--- src/rtl/nibble_add_pkg.sv ---
// Shared definitions for the nibble-serial adder/subtractor: FSM encoding,
// slice width and the index-width helper.
package nibble_add_pkg;

  typedef enum logic [1:0] {
    IDLE = 2'b00,
    RUN  = 2'b01,
    DONE = 2'b10
  } state_t;

  localparam int NIB_W = 4;

  // A single-nibble datapath still needs a 1-bit index register.
  function automatic int idx_width(input int nib);
    return (nib <= 1) ? 1 : $clog2(nib);
  endfunction

endpackage

--- src/rtl/nibble_add_sequencer_ks_add4_cin.sv ---
// Combinational 4-bit Kogge-Stone adder; the carry-in enters the prefix tree
// as generate bit -1, so position k of the tree is the carry into bit k.
module ks_add4_cin (
  input  logic [3:0] a,
  input  logic [3:0] b,
  input  logic       cin,
  output logic [3:0] s,
  output logic       cout
);

  logic [3:0] p;
  logic [4:0] g0, p0, g1, p1, g2, g3;
  logic       p2_top;

  assign p  = a ^ b;
  assign g0 = {a & b, cin};
  assign p0 = {p, 1'b0};

  // Three prefix levels with spans 1, 2 and 4 cover all five positions.
  always_comb begin
    g1 = g0;
    p1 = p0;
    for (int k = 1; k < 5; k++) begin
      g1[k] = g0[k] | (p0[k] & g0[k-1]);
      p1[k] = p0[k] & p0[k-1];
    end
    g2 = g1;
    for (int k = 2; k < 5; k++) begin
      g2[k] = g1[k] | (p1[k] & g1[k-2]);
    end
    p2_top = p1[4] & p1[2];
    g3     = g2;
    g3[4]  = g2[4] | (p2_top & g2[0]);
  end

  assign s    = p ^ g3[3:0];
  assign cout = g3[4];

endmodule

--- src/rtl/nibble_add_sequencer.sv ---
// WIDTH-bit add/subtract computed one nibble per clock, LSB first, through a
// single shared 4-bit slice, with valid/ready handshakes on both sides.
module nibble_add_sequencer
  import nibble_add_pkg::*;
#(
  parameter int WIDTH = 16
) (
  input  logic             clk,
  input  logic             rst,
  input  logic             in_valid,
  output logic             in_ready,
  input  logic [WIDTH-1:0] a,
  input  logic [WIDTH-1:0] b,
  input  logic             sub,
  output logic             out_valid,
  input  logic             out_ready,
  output logic [WIDTH-1:0] sum,
  output logic             cout,
  output logic             ovf,
  output logic             zero,
  output logic             busy
);

  localparam int NIB   = WIDTH / NIB_W;
  localparam int IDX_W = idx_width(NIB);
  localparam logic [IDX_W-1:0] LAST = IDX_W'(NIB - 1);

  state_t           state, state_next;
  logic [IDX_W-1:0] idx;
  logic             carry;
  logic [WIDTH-1:0] a_reg, b_reg, sum_reg, sum_next;
  logic [3:0]       a_nib, b_nib, s_nib;
  logic             c_nib;
  logic             last_pass;

  assign a_nib     = a_reg[int'(idx)*NIB_W +: NIB_W];
  assign b_nib     = b_reg[int'(idx)*NIB_W +: NIB_W];
  assign last_pass = (idx == LAST);

  ks_add4_cin u_slice (
    .a    (a_nib),
    .b    (b_nib),
    .cin  (carry),
    .s    (s_nib),
    .cout (c_nib)
  );

  always_comb begin
    sum_next = sum_reg;
    sum_next[int'(idx)*NIB_W +: NIB_W] = s_nib;
  end

  always_comb begin
    state_next = state;
    in_ready   = 1'b0;
    out_valid  = 1'b0;
    busy       = 1'b1;
    case (state)
      IDLE: begin
        in_ready = 1'b1;
        busy     = 1'b0;
        if (in_valid) state_next = RUN;
      end
      RUN: begin
        if (last_pass) state_next = DONE;
      end
      DONE: begin
        out_valid = 1'b1;
        if (out_ready) state_next = IDLE;
      end
      default: state_next = IDLE;
    endcase
  end

  always_ff @(posedge clk or posedge rst) begin
    if (rst) state <= IDLE;
    else     state <= state_next;
  end

  // Subtraction is A + ~B + 1: the inverted operand is latched and the +1
  // rides in as the initial carry. Flags are frozen once the MSB nibble lands.
  always_ff @(posedge clk or posedge rst) begin
    if (rst) begin
      idx     <= '0;
      carry   <= 1'b0;
      a_reg   <= '0;
      b_reg   <= '0;
      sum_reg <= '0;
      cout    <= 1'b0;
      ovf     <= 1'b0;
      zero    <= 1'b0;
    end else begin
      case (state)
        IDLE: begin
          if (in_valid) begin
            a_reg   <= a;
            b_reg   <= sub ? ~b : b;
            carry   <= sub;
            idx     <= '0;
            sum_reg <= '0;
          end
        end
        RUN: begin
          sum_reg <= sum_next;
          carry   <= c_nib;
          cout    <= c_nib;
          idx     <= last_pass ? '0 : idx + 1'b1;
          if (last_pass) begin
            ovf  <= (a_reg[WIDTH-1] == b_reg[WIDTH-1]) && (s_nib[3] != a_reg[WIDTH-1]);
            zero <= (sum_next == '0);
          end
        end
        default: ;
      endcase
    end
  end

  assign sum = sum_reg;

endmodule

--- config.mk ---
export PLATFORM = sky130hd
export DESIGN_NAME = nibble_add_sequencer
export DESIGN_NICKNAME = d
export VERILOG_FILES = /design/src/rtl/nibble_add_pkg.sv /design/src/rtl/nibble_add_sequencer_ks_add4_cin.sv /design/src/rtl/nibble_add_sequencer.sv
export SDC_FILE = /design/constraint.sdc
export NUM_CORES = 1
export LEC_CHECK = 0
export CORE_AREA = 4 4 82 142
export DETAILED_ROUTE_END_ITERATION = 6
export DIE_AREA = 0 0 86 146
export PLACE_DENSITY = 0.5
export SYNTH_ARGS = -nofsm -noshare
export SYNTH_HDL_FRONTEND = slang
export SYNTH_SLANG_ARGS = --single-unit
--- constraint.sdc ---
create_clock -name clk -period 3 [get_ports clk]
set_input_delay 0.75 -clock clk [delete_from_list [all_inputs] [get_ports clk]]
set_output_delay 0.75 -clock clk [all_outputs]
set_load 0.01 [all_outputs]
==> metrics.md, run 1 <==
| Metric | Value |
|---|---|
| Setup_tns | `0 ns` |
| Via count | `2050` |
| Core ar. | `10600 sq um` |
| CTS tree | `yes` |
| FF-to-FF setup slack | `0.42 ns` |
| Tcrit/Tclk final | `86.0%` |
| Post-DRT Antenna Nets | `0` |
| Die Y | `146 microns` |
| Post-Synthesis Cells | `252` |
| Hold Crit Start | `b_reg[9]` |
| Pwr dens | `1240 nW/um^2` |
| Minimum clock period | `approximately 2.6 ns` |
| Mapped Nets | `300` |
| Area Growth Syn to Fin | `31.8%` |
| Worst R2R Start | `idx[1]` |
| WS Path Type | `reg -> reg` |
| Worst reg-to-reg path cell count | `8` |
| Routability cong. | `0.899` |
| First-pass DRT Iterations | `4` |
| # rows | `50` |
| CP Launch Type | `flop` |
| Root Driver | `clkbuf_16` |
| Worst Path Required | `3.18 ns` |
| Worst path max stage delay | `0.65 ns` |
| R2R Path End | `ovf` |
| WL met2 | `3880 microns` |
| Worst Setup Slack, final | `0.419 ns` |
| Initial Util | `27.3%` |
| Worst EP arrival | `2.76 ns` |
| Seq cells post-synth | `56` |
| DRC | `0` |
| Post-CTS setup buffers | `0` |
| Unrepaired setup endpoints after global routing | `false` |
| Synth warn | `0` |
| Sink Count | `between 50 and 60` |
| PortBufs | `between 50 and 60` |
| IO Pins | `59` |
| Cell Chain, Critical Path | `mux4_2 -> inv_1 -> fa_1 -> nand2b_1 -> a21oi_2 -> xor2_2 -> mux2i_1 -> o21ai_1` |
| Peak supply drop | `0.000422 V` |
| Post-cts sizing count | `0` |
| HPWL after DPL | `5260 microns` |
| Worst-path clk slew | `0.07 ns` |
| DR iter-0 viols | `76` |
| WL final | `between 6000 and 7000 microns` |
| Vias per cell | `4.63` |
| Global-route wire length before repair | `between 10000 and 15000 microns` |
| Final Skew | `0.00832 ns` |
| Syn Area/Cell | `11.4 sq um` |
| Nets | `360` |
| Clock Path Buffers | `2` |
| Top Layer Used | `met4` |
| TritonCTS Buffers | `5` |
| CP max stage cell | `dfrtp_1` |
| Sequential cell area fraction in the yosys report | `48.6%` |
| Die ar. | `12600 sq um` |
| Die Span X | `86 microns` |
| Worst skew pair latency | `0.30 ns` |
| Dpl ws | `0.216 ns` |
| Critical-path maximum fanout | `13` |
| Largest net degree at the start of global routing | `35` |
| Global route overflow | `0` |
| Layout cells sized above 1 | `around 15%` |
| Fmax | `387 MHz` |
| DR WL met3 | `roughly 220 microns` |
| H-Tree Level Count | `2` |
| Vias in the first global route | `about 2200` |
| Post-synth cell types | `45` |
| Final Max Tran Viols | `0` |
| Crit. End Element | `flop` |
| Initial antenna violation count | `0` |
| M1 wire length | `2540 microns` |
| Finish-stage setup viols | `0` |
| GRT Total Usage | `between 10% and 20%` |
| CTS Hold Bufs | `0` |
| # Max-Cap Violations | `0` |
| Fin. Hold Viols | `0` |
| # diodes | `0` |
| Hold Crit Class | `reg -> reg` |
| Slew headroom | `63.0%` |
| Hold EP | `b_reg[9]` |
| Outcome | `finished, final reports clean` |
| Pleak | `1.59 nW` |
| Measured slew at the worst slew-check pin | `0.555 ns` |
| Post-DR wirelength/cell | `15.3 microns` |
| Netlist Area Pre-Place | `2890 sq um` |
| Hold path depth | `2` |
routing by layer:
layer  GRT usage [%]  vias to the layer above
met5               0                        -
met4            4.99                        0
met3            1.81                        7
met2            21.4                       41
met1            12.3                      990
li1                -                     1012
kinds of logic (layout without fill, tap and decap cells):
logic type               count (synthesis)  after routing  share of synthesized area (%)
flip-flops                              56             56                           48.6
adder cells (fa/ha/maj)                 11             11                           5.03
multiplexers                            26             26                           13.2
AND/OR/NAND/NOR                         55             55                           9.28
buffers and inverters                   27             88                           4.25
XOR/XNOR                                19             19                           6.03
AO/OA/AOI/OAI                           58             58                           13.7
report_power, final:
part           leakage (nW)  internal [mW]  switching, mW
Clock                0.0804          0.397          0.274
Combinational         0.806           1.30           1.36
Sequential            0.708           1.10          0.296
metrics by stage:
step / instance area [sq um] / util (%) / hold slack (ns) / instances / total power [mW]
finish: 3800 / 36.0 / 0.484 / 443 / 4.72
global route: 3800 / 36.0 / 0.505 / 443 / 5.12
CTS: 3800 / 36.0 / 0.489 / 443 / 4.78
detailed placement: 3630 / 34.3 / 0.471 / 435 / 4.09
global placement: 3630 / 34.3 / 0.467 / 435 / 4.06
floorplan: 2890 / - / 0.445 / 252 / 3.12
cell usage in the layout (no fill, tap or decap), drive strengths merged, types with 3 or more instances in the layout:
master / instances
clkdlybuf4s50: 58
dfrtp: 56
nand2: 25
o21ai: 22
xnor2: 17
mux2: 16
inv: 15
a22o: 13
ha: 10
mux4: 8
buf: 8
a21oi: 8
nor2: 7
nand2b: 5
clkbuf: 5
nor4: 4
and2: 3
nor3: 3
synthesized netlist by cell type, drive strengths merged:
cell type	instances	area, sq um
dfrtp	56	1400
nand2	25	93.8
o21ai	22	110
xnor2	17	149
mux2	16	180
inv	14	52.6
a22o	13	114
ha	10	125
a21oi	8	47.6
buf	8	51.3
mux4	8	180
nor2	7	28.8
clkbuf	5	18.8
nand2b	5	31.3
nor4	4	31.3
and2	3	18.8
nor3	3	15.0
mux2i	2	20.0
nand3	2	10.0
nand4	2	12.5
nor2b	2	12.5
o22ai	2	12.5
o31ai	2	15.0
xor2	2	25.0
a21boi	1	7.51
a21o	1	7.51
a221o	1	10.0
a221oi	1	8.76
a2bb2oi	1	8.76
a32o	1	10.0
and3	1	6.26
fa	1	20.0
nor3b	1	7.51
o211ai	1	7.51
o2bb2ai	1	8.76
o311ai	1	8.76
o31a	1	8.76
o32ai	1	8.76
critical path, delay by kind of cell (launching register included):
family,cells,cell delay (ns)
buffers and inverters,1,0.06
adders and majority gates,1,0.41
and+or+nand+nor,1,0.17
muxes,2,0.55
AOI/OAI and AO/OA,2,0.24
xor gates and xnor gates,1,0.38
DFF,1,0.65
layout make-up:
class,instances,area [sq um]
clock buffer,5,125
fill,1056,6770
inverter,14,52.6
timing repair buffer,66,653
sequential,56,1400
tap,130,163
multi-input combinational,169,1360
clock inverter,3,46.3
worst max-delay path by stage:
stage                       from    to  slack [ns]
final                     idx[1]   ovf        0.42
after global routing      idx[1]   ovf        0.20
after CTS                 idx[0]  zero        0.21
after detailed placement  idx[0]  zero        0.22
after floorplan           idx[0]  zero        0.42
after global placement    idx[0]  zero        0.22
Power figures use the tool's default switching activity.
==> run 2: changes to the inputs <==
CORE_AREA = 4 4 70 120   (was 4 4 82 142)
DIE_AREA = 0 0 74 124   (was 0 0 86 146)
PLACE_DENSITY = 0.65   (was 0.5)
==> run 2 against run 1 <==
  * Maximum frequency shrank 9.2%
  * First-iteration DRC count shrank 25%
  * Largest cell class unchanged
  * Sequential power is essentially flat
  * Non-clock buffer count grew 1
  * Flip-flop and latch count is the same
  * Wire length shrank 3.0%
  * Clock skew shrank 0.0043 ns
  * Die area shrank 27%
  * Count of clock-buffer cells in the layout grew 1
  * Clock power shrank 3.0%
  * Critical path type unchanged
==> metrics.md, run 2 (synthesized netlist as in run 1, its figures left out) <==
| Metric | Value |
|---|---|
| IO Pins | `59 (unchanged)` |
| Dpl cells | `394 (was 435)` |
| DR iter-0 viols | `57 (was 76)` |
| Die ar. | `9180 sq um (was 12600 sq um)` |
| Sink Count | `56 (unchanged)` |
| Final Max Tran Viols | `0 (unchanged)` |
| Die Span X | `74 microns (was 86 microns)` |
| TritonCTS Buffers | `5 (unchanged)` |
| CTS tree | `yes (unchanged)` |
| Sw power | `1.95 mW (was 1.93 mW)` |
| FF-to-FF setup slack | `0.16 ns (was 0.42 ns)` |
| CP max stage cell | `dfrtp_1 (unchanged)` |
| Design Power | `4.75 mW (was 4.72 mW)` |
| Comb pwr share | `56.9% (was 56.1%)` |
| Worst Setup SP | `idx[0] (was idx[1])` |
| WS Path Type | `reg -> reg (unchanged)` |
| Measured slew at the worst slew-check pin | `0.598 ns (was 0.555 ns)` |
| Initial antenna violation count | `0 (unchanged)` |
| Global route overflow | `0 (unchanged)` |
| HPWL after DPL | `5150 microns (was 5260 microns)` |
| Switching share of power | `41.1% (was 40.8%)` |
| Via count | `2108 (was 2050)` |
| Unrepaired setup endpoints after global routing | `false (unchanged)` |
| Worst Setup Slack, final | `0.156 ns (was 0.419 ns)` |
| Post-CTS setup buffers | `0 (unchanged)` |
| Peak supply drop | `0.000753 V (was 0.000422 V)` |
| WL final | `6560 microns (was 6760 microns)` |
| Root Driver | `clkbuf_16 (unchanged)` |
| Vias in the first global route | `2271 (was 2198)` |
| Critical Path End | `zero (was ovf)` |
| Crit. End Element | `flop (unchanged)` |
| Clock share of power | `13.7% (was 14.2%)` |
| R2R Path End | `zero (was ovf)` |
| Vias per cell | `5.24 (was 4.63)` |
| Routability cong. | `0.885 (was 0.899)` |
| Final Skew | `0.00398 ns (was 0.00832 ns)` |
| PortBufs | `58 (unchanged)` |
| Worst EP arrival | `3.01 ns (was 2.76 ns)` |
| Outcome | `finished, final reports clean (unchanged)` |
| Post-cts sizing count | `0 (unchanged)` |
| CP most frequent cell | `inv_1` |
| Worst Path Required | `3.17 ns (was 3.18 ns)` |
| Clock Path Buffers | `2 (unchanged)` |
| # diodes | `0 (unchanged)` |
| WHS | `0.490 ns (was 0.484 ns)` |
| Post-DRT Antenna Nets | `0 (unchanged)` |
| Core ar. | `7510 sq um (was 10600 sq um)` |
| Setup_tns | `0 ns (unchanged)` |
| Critical-path maximum fanout | `11 (was 13)` |
| P_int | `2.80 mW (about the same)` |
| Slew headroom | `60.1% (was 63.0%)` |
| Hold Crit Class | `reg -> reg (unchanged)` |
| Flop pwr share | `29.4% (was 29.7%)` |
| H-Tree Level Count | `2 (unchanged)` |
| Fin util | `49.7% (was 36.0%)` |
| Layout cells sized above 1 | `14.6% (was 15.0%)` |
| Minimum clock period | `2.84 ns (was 2.58 ns)` |
| Non-Filler Instances | `402 (was 443)` |
| Placed cell areas | `3570 sq um (was 3630 sq um)` |
| Tcrit/Tclk final | `94.8% (was 86.0%)` |
| Commonest non-fill, non-tap cell in the layout | `clkdlybuf4s50_1 (unchanged)` |
| Worst R2R Start | `idx[0] (was idx[1])` |
| Fmax | `352 MHz (was 387 MHz)` |
| Worst skew pair latency | `0.29 ns (was 0.30 ns)` |
| Pwr dens | `1270 nW/um^2 (was 1240 nW/um^2)` |
| Post-DR wirelength/cell | `16.3 microns (was 15.3 microns)` |
| CTS Hold Bufs | `0 (unchanged)` |
| Fin. Hold Viols | `0 (unchanged)` |
| # Max-Cap Violations | `0 (unchanged)` |
| Worst path max stage delay | `0.72 ns (was 0.65 ns)` |
| Initial Util | `38.4% (was 27.3%)` |
| CP Launch Type | `flop (unchanged)` |
| Cell Chain, Critical Path | `mux4_2 -> inv_1 -> fa_1 -> inv_1 -> o211ai_1 -> o31a_1 -> o311ai_1 -> o21ai_1 (was mux4_2 -> inv_1 -> fa_1 -> nand2b_1 -> a21oi_2 -> xor2_2 -> mux2i_1 -> o21ai_1)` |
| Area Growth Syn to Fin | `29.5% (was 31.8%)` |
| Global-route wire length before repair | `10900 microns (was 11200 microns)` |
| First-pass DRT Iterations | `4 (unchanged)` |
| Dpl ws | `0.263 ns (was 0.216 ns)` |
| Pleak | `1.60 nW (was 1.59 nW)` |
| Finish-stage setup viols | `0 (unchanged)` |
| Commonest cells after routing, fill and taps aside | `clkdlybuf4s50_1, dfrtp_1, nand2_1, o21ai_0, xnor2_1 (unchanged)` |
| Worst-path clk slew | `0.07 ns (about the same)` |
| DRC | `0 (unchanged)` |
| # rows | `42 (was 50)` |
| GRT Total Usage | `15.6% (was 11.5%)` |
| Worst reg-to-reg path cell count | `8 (unchanged)` |
| Die Y | `124 microns (was 146 microns)` |
| Nets | `361 (was 360)` |
| Fin area | `3740 sq um (was 3800 sq um)` |
| Largest net degree at the start of global routing | `35 (unchanged)` |
==> run 2: routing by layer <==
metal / share of wire (%) / global-route usage (%)
met1: 36 / 16.6
met2: 58 / 29.5
met3: 3.2 / 2.02
met4: 3.1 / 7.26
met5: 0 / 0
==> run 2: layout make-up <==
cell class | instances | area [sq um]
repair buffers | 67 | 648
fillers | 721 | 3780
inverters | 14 | 52.6
multi-input cells | 169 | 1360
clock buffers | 6 | 129
clock inverters | 2 | 35.0
flip-flops and latches | 56 | 1400
well taps | 88 | 110
==> run 2: power by group through the flow <==
stage	registers, mW	logic [mW]	clock network [mW]
after floorplan	1.33	1.79	0
after global routing	1.45	2.94	0.688
final	1.39	2.70	0.651
after detailed placement	1.42	2.68	0
after global placement	1.41	2.61	0
after CTS	1.41	2.72	0.665
==> run 2: worst max-delay path, delay by kind of cell, from the launching register on <==
kind / cells / cell delay, ns
AO/OA/AOI/OAI: 4 / 0.63
buffers and inverters: 2 / 0.27
adder cells (fa/ha/maj): 1 / 0.47
flip-flops: 1 / 0.72
multiplexers: 1 / 0.62
==> run 2: how the worst min path moves through the flow <==
| stage | start | to | slack, ns | depth (start not counted) |
|---|---|---|---|---|
| 2_1_floorplan | b_reg[10] | b_reg[10] | 0.44 | 2 |
| 3_3_place_gp | b_reg[10] | b_reg[10] | 0.47 | 2 |
| 3_5_place_dp | b_reg[5] | b_reg[5] | 0.48 | 2 |
| 4_1_cts | b_reg[5] | b_reg[5] | 0.49 | 2 |
| 5_1_grt | a_reg[11] | a_reg[11] | 0.52 | 1 |
| 6_report | b_reg[5] | b_reg[5] | 0.49 | 2 |
==> run 3: changes to the inputs <==
CTS_CLUSTER_DIAMETER = 100   (was not set)
GPL_TIMING_DRIVEN = 0   (was not set)
==> run 3 against run 2 <==
  * Sequential power shrank 5%
  * Largest power group unchanged
  * Via count grew 1.8%
  * Critical path depth grew 1
  * Critical path type unchanged
  * Combinational power grew 4%
  * First-iteration DRC count shrank 3.5%
  * Wire length grew 1.4%
  * Cell area grew 1.7%
==> metrics.md, run 3 (synthesized netlist as in run 1, its figures left out) <==
| Metric | Value |
|---|---|
| Outcome | `finished, final reports clean (unchanged)` |
| Die ar. | `9180 sq um (unchanged)` |
| TritonCTS Buffers | `5 (unchanged)` |
| Worst-path clk slew | `0.07 ns (about the same)` |
| CTS Hold Bufs | `0 (unchanged)` |
| Design Power | `4.83 mW (was 4.75 mW)` |
| Core ar. | `7510 sq um (unchanged)` |
| Area Growth Syn to Fin | `31.7% (was 29.5%)` |
| Layout cells sized above 1 | `16.0% (was 14.6%)` |
| Post-CTS setup buffers | `0 (unchanged)` |
| CP Launch Type | `flop (unchanged)` |
| Routability cong. | `0.874 (was 0.885)` |
| Fillers | `729 (was 721)` |
| WL final | `6660 microns (was 6560 microns)` |
| Setup_tns | `0 ns (unchanged)` |
| Vias per cell | `5.28 (was 5.24)` |
| PortBufs | `57 (was 58)` |
| Sink Count | `56 (unchanged)` |
| Pwr dens | `1270 nW/um^2 (about the same)` |
| Dpl cells | `398 (was 394)` |
| CTS tree | `yes (unchanged)` |
| Fin area | `3800 sq um (was 3740 sq um)` |
| Measured slew at the worst slew-check pin | `0.545 ns (was 0.598 ns)` |
| Global route overflow | `0 (unchanged)` |
| Worst EP arrival | `3.03 ns (was 3.01 ns)` |
| Fmax | `351 MHz (was 352 MHz)` |
| Clock Path Buffers | `2 (unchanged)` |
| Finish-stage setup viols | `0 (unchanged)` |
| Post-DR wirelength/cell | `16.4 microns (was 16.3 microns)` |
| Critical-path maximum fanout | `10 (was 11)` |
| # rows | `42 (unchanged)` |
| # diodes | `0 (unchanged)` |
| Crit. End Element | `flop (unchanged)` |
| Peak supply drop | `0.000629 V (was 0.000753 V)` |
| Placed cell areas | `3590 sq um (was 3570 sq um)` |
| GRT Total Usage | `16.0% (was 15.6%)` |
| Minimum clock period | `2.85 ns (was 2.84 ns)` |
| Unrepaired setup endpoints after global routing | `false (unchanged)` |
| Non-Filler Instances | `406 (was 402)` |
| Fin. Hold Viols | `0 (unchanged)` |
| CP Buf/Inv Count | `3 (was 2)` |
| Via count | `2145 (was 2108)` |
| Initial antenna violation count | `0 (unchanged)` |
| Vias in the first global route | `2243 (was 2271)` |
| Worst path max stage delay | `0.58 ns (was 0.72 ns)` |
| Initial Util | `38.4% (unchanged)` |
| Nets | `365 (was 361)` |
| Worst Path Required | `3.18 ns (was 3.17 ns)` |
| WS Path Type | `reg -> reg (unchanged)` |
| Commonest non-fill, non-tap cell in the layout | `clkdlybuf4s50_1 (unchanged)` |
| Root Driver | `clkbuf_16 (unchanged)` |
| Storage element area | `1400 sq um (unchanged)` |
| Worst skew pair latency | `0.30 ns (was 0.29 ns)` |
| Die Span X | `74 microns (unchanged)` |
| Final Skew | `0.0104 ns (was 0.00398 ns)` |
| Commonest cells after routing, fill and taps aside | `clkdlybuf4s50_1, dfrtp_1, nand2_1, o21ai_0 (was clkdlybuf4s50_1, dfrtp_1, nand2_1, o21ai_0, xnor2_1)` |
| CP delay by family, top | `buffers and inverters (was flip-flops)` |
| DR iter-0 viols | `55 (was 57)` |
| First-pass DRT Iterations | `4 (unchanged)` |
| # Max-Cap Violations | `0 (unchanged)` |
| IO Pins | `59 (unchanged)` |
| Post-DRT Antenna Nets | `0 (unchanged)` |
| CP max stage cell | `mux4_2 (was dfrtp_1)` |
| Largest net degree at the start of global routing | `34 (was 35)` |
| DRC | `0 (unchanged)` |
| Cell Chain, Critical Path | `clkbuf_4 -> mux4_2 -> inv_1 -> fa_1 -> inv_1 -> o211ai_1 -> o31a_1 -> o311ai_1 -> o21ai_1 (was mux4_2 -> inv_1 -> fa_1 -> inv_1 -> o211ai_1 -> o31a_1 -> o311ai_1 -> o21ai_1)` |
| Die Y | `124 microns (unchanged)` |
| Area occupied by multi-input gates | `1400 sq um (was 1360 sq um)` |
| Pleak | `1.62 nW (was 1.60 nW)` |
| Tcrit/Tclk final | `95.0% (was 94.8%)` |
| Final Max Tran Viols | `0 (unchanged)` |
| HPWL after DPL | `5250 microns (was 5150 microns)` |
| CP most frequent cell | `inv_1 (unchanged)` |
| Slew headroom | `63.6% (was 60.1%)` |
| Global-route wire length before repair | `10900 microns (about the same)` |
| Hold Crit Class | `reg -> reg (unchanged)` |
| H-Tree Level Count | `2 (unchanged)` |
==> run 3: metal layers <==
metal / global-route usage [%] / share of wire [%]
met1: 16.2 / 35
met2: 29.1 / 57
met3: 3.23 / 3.8
met4: 9.64 / 3.7
met5: 0 / 0
==> run 3: layout make-up <==
cell class | count | area share (%)
sequential | 56 | 36.9
multi-input combinational | 169 | 36.7
timing repair buffer | 58 | 15.5
clock buffer | 6 | 3.65
tap | 88 | 2.90
buffer | 13 | 1.94
inverter | 14 | 1.38
clock inverter | 2 | 1.02
==> run 3: repair_timing <==
item                                   CTS  global route
gates resized for setup                  2             4
setup endpoints to repair                2             5
endpoints found under the hold margin    0             0
==> run 3: metrics by stage <==
step	hold WS, ns	utilization [%]	worst slack (ns)
floorplan	0.445	-	0.419
global placement	0.458	47.5	-0.127
detailed placement	0.467	47.7	-0.0731
CTS	0.484	50.2	0.0223
global route	0.506	50.6	0.00255
finish	0.481	50.6	0.151
==> run 3: final timing paths <==
check / from / endpoint / slack (ns) / cells past startpoint
max reg2reg: idx[0] / zero / 0.15 / 9
max in group asynchronous: rst / b_reg[5] / 1.64 / 3
min in group asynchronous: rst / sum[13] / 0.81 / 2
min: b_reg[10] / b_reg[10] / 0.48 / 2
max: idx[0] / zero / 0.15 / 9
min reg2reg: b_reg[10] / b_reg[10] / 0.48 / 2
==> run 3: worst reg2reg max path: stages, from the launching register on <==
cell and delay (ns):
dfrtp_1 0.46, clkbuf_4 0.33, mux4_2 0.59, inv_1 0.10, fa_1 0.49, inv_1 0.18, o211ai_1 0.12, o31a_1 0.12
o311ai_1 0.25, o21ai_1 0.10
==> run 3: report_power, final <==
group	switching [mW]	internal, mW
Sequential	0.221	1.10
Combinational	1.53	1.30
Clock	0.269	0.418
==> variant: new RTL, flow settings as in run 3 <==
Encoding of `state_t`: now one-hot (3 bits for 3 states).
--- a/src/rtl/nibble_add_pkg.sv
+++ b/src/rtl/nibble_add_pkg.sv
@@ -4,6 +4,6 @@
 
-  typedef enum logic [1:0] {
-    IDLE = 2'b00,
-    RUN  = 2'b01,
-    DONE = 2'b10
+  typedef enum logic [2:0] {
+    IDLE = 3'b001,
+    RUN  = 3'b010,
+    DONE = 3'b100
   } state_t;
Check against the original RTL: same outputs for any inputs over 10 cycles, from zero or initial values and one cycle with rst high; not proved beyond that.
==> variant against run 3 <==
Count of clock-buffer cells in the layout rose by 10; wire length rose by 4.2%; final area rose by 4.7%; worst setup slack improved by 0.025 ns; clock power rose by 34%; area after synthesis rose by 3.6%; sequential share of layout area fell by 0.99 points; final cell count rose by 2.0%; sequential cell count rose by 1; total power fell by 7.5%.
==> variant: results (changes against run 3) <==
outcome finished clean; top post-synthesis cells by area dfrtp_1 (47%), mux4_2 (6.0%), mux2_2 (5.3%), xnor2_1 (5.0%), ha_1 (4.2%); skew final 0.006276 ns (-0.004171 ns); DP Wirelength 5.256 mm (about the same); largest fanout on the critical path 9 (-1); syn_area_per_cell 11.91 µm² (+4.1%); Port Buffers 57 (unchanged); Inserted Diodes 0 (unchanged); Non-Filler Instances 414 (+2.0%); wirelength, routed 6.938 mm (+4.2%); sequential cell area fraction in the yosys report 47.74% (-0.83 points); CTS Buffer Depth 2 (unchanged); Mapped Nets 299 (-0.33%); fmax 354.1 MHz (+0.88%); antenna violations before repair 0 (unchanged); Via Count 2166 (+0.98%); initial drt markers 73 (+33%); max-slew violation count 0 (unchanged); hold depth 1 (-1); critical path arrival 3.03 ns (about the same); pre-CTS setup slack -0.2177 ns (-0.1446 ns); vias in the first global route 2324 (+3.6%); Num CTS Buffers 9 (+4); R2R Setup Slk 0.18 ns (+0.02 ns); Tot GR Track Use 16.38% (+0.41 points); reg2reg path depth 9 (unchanged); YS warnings 0 (unchanged); clock root buffer clkbuf_16; dpl cells 397 (-0.25%); Hold WS 0.4859 ns (+0.005360 ns); Unique masters post-synth 51 (+13%); Reg clk slew, reported paths 0.05 ns (-0.02 ns); Hold Path Class reg -> reg; Leak 1.679 nW (+3.4%); largest net degree at the start of global routing 34 (unchanged); placer's final routability congestion estimate 0.7557 (-14%); Nets 369 (+1.1%); Clock Latency Late Sink 0.32 ns (+0.02 ns); Post-synth top cells dfrtp_1 (56), nor2_1 (25), a21oi_1 (24); first-pass GRT wire length 11.00 mm (+1.3%); layout cell share with drive strength beyond 1 20.25% (+4.2 points); share of flip-flops with an asynchronous set or reset 100.0% (unchanged); actual slew at the worst max-slew pin 0.6223 ns (+0.07714 ns); CTS H-tree depth 3 (+1); DR pass1 iterations 4 (unchanged); Cell Area, Placed 3691 µm² (+2.9%); VDD IR max 0.5487 mV (-13%)
[variant: cell types whose count changed after synthesis, moves of 3 or more]
cell,change
nor2_1,+19
a21oi_1,+18
nand2_1,-18
o21ai_0,-15
clkbuf_1,-4
buf_2,+3
nand2b_1,-3
[variant: cell type report]
type	instances	area, µm²
clock buffer	16	271.5
buffer	13	93.84
inverter	13	48.80
fill	687	3536
tap	88	110.1
timing repair buffer	59	598.1
multi-input combinational	168	1429
sequential	57	1428
[variant: worst max-delay path, cell delays in order, from the launching register on]
cell and delay [ns]:
dfrtp_1 0.41, clkbuf_1 0.45, mux4_2 0.36, inv_1 0.07, fa_1 0.43, nand2b_1 0.16
a21oi_1 0.22, xor2_2 0.26, mux2i_1 0.27, o21ai_1 0.08
[variant: layer usage]
metal  vias up  track usage (%)  routed length (µm)
met5         -                0                   0
met1      1062            16.58                2506
met3        12            4.120                 225
met2        51            30.56                3994
li1       1041                -                   -
met4         0            7.256                 211
[variant: report_power, final]
group | switching [mW] | internal [mW]
logic | 1.27 | 1.06
clock network | 0.319 | 0.604
registers | 0.165 | 1.06
[variant: path summary, 6_finish.rpt]
path / startpoint / to
max in group asynchronous: rst / a_reg[1]
min reg2reg: a_reg[0] / a_reg[0]
min: a_reg[0] / a_reg[0]
max reg2reg: idx[1] / ovf
max: idx[1] / ovf
min in group asynchronous: rst / sum[9]
[variant: cells by family (layout without fill, tap and decap cells)]
group / Yosys count / after routing / share of synthesized area, %
flip-flops: 57 / 57 / 47.74
adder cells (fa/ha/maj): 11 / 11 / 4.854
buffers and inverters: 26 / 101 / 4.477
AO/OA/AOI/OAI: 59 / 59 / 13.77
multiplexers: 27 / 27 / 13.05
AND/OR/NAND/NOR: 52 / 52 / 10.04
XOR/XNOR: 19 / 19 / 6.067
[variant: stage by stage]
| stage | TNS, ns | util, % |
|---|---|---|
| 6_report | 0 | 52.95 |
| 3_3_place_gp | -9.512 | 48.85 |
| 2_1_floorplan | 0 | - |
| 4_1_cts | 0 | 52.86 |
| 3_5_place_dp | -0.3897 | 49.12 |
| 5_1_grt | 0 | 52.95 |
[variant: repair_timing]
item,4_1_cts,5_1_grt
hold buffers,0,0
pin swaps,1,1
resized for setup,1,2
buffers inserted,1,0
endpoints found under the setup margin,5,2
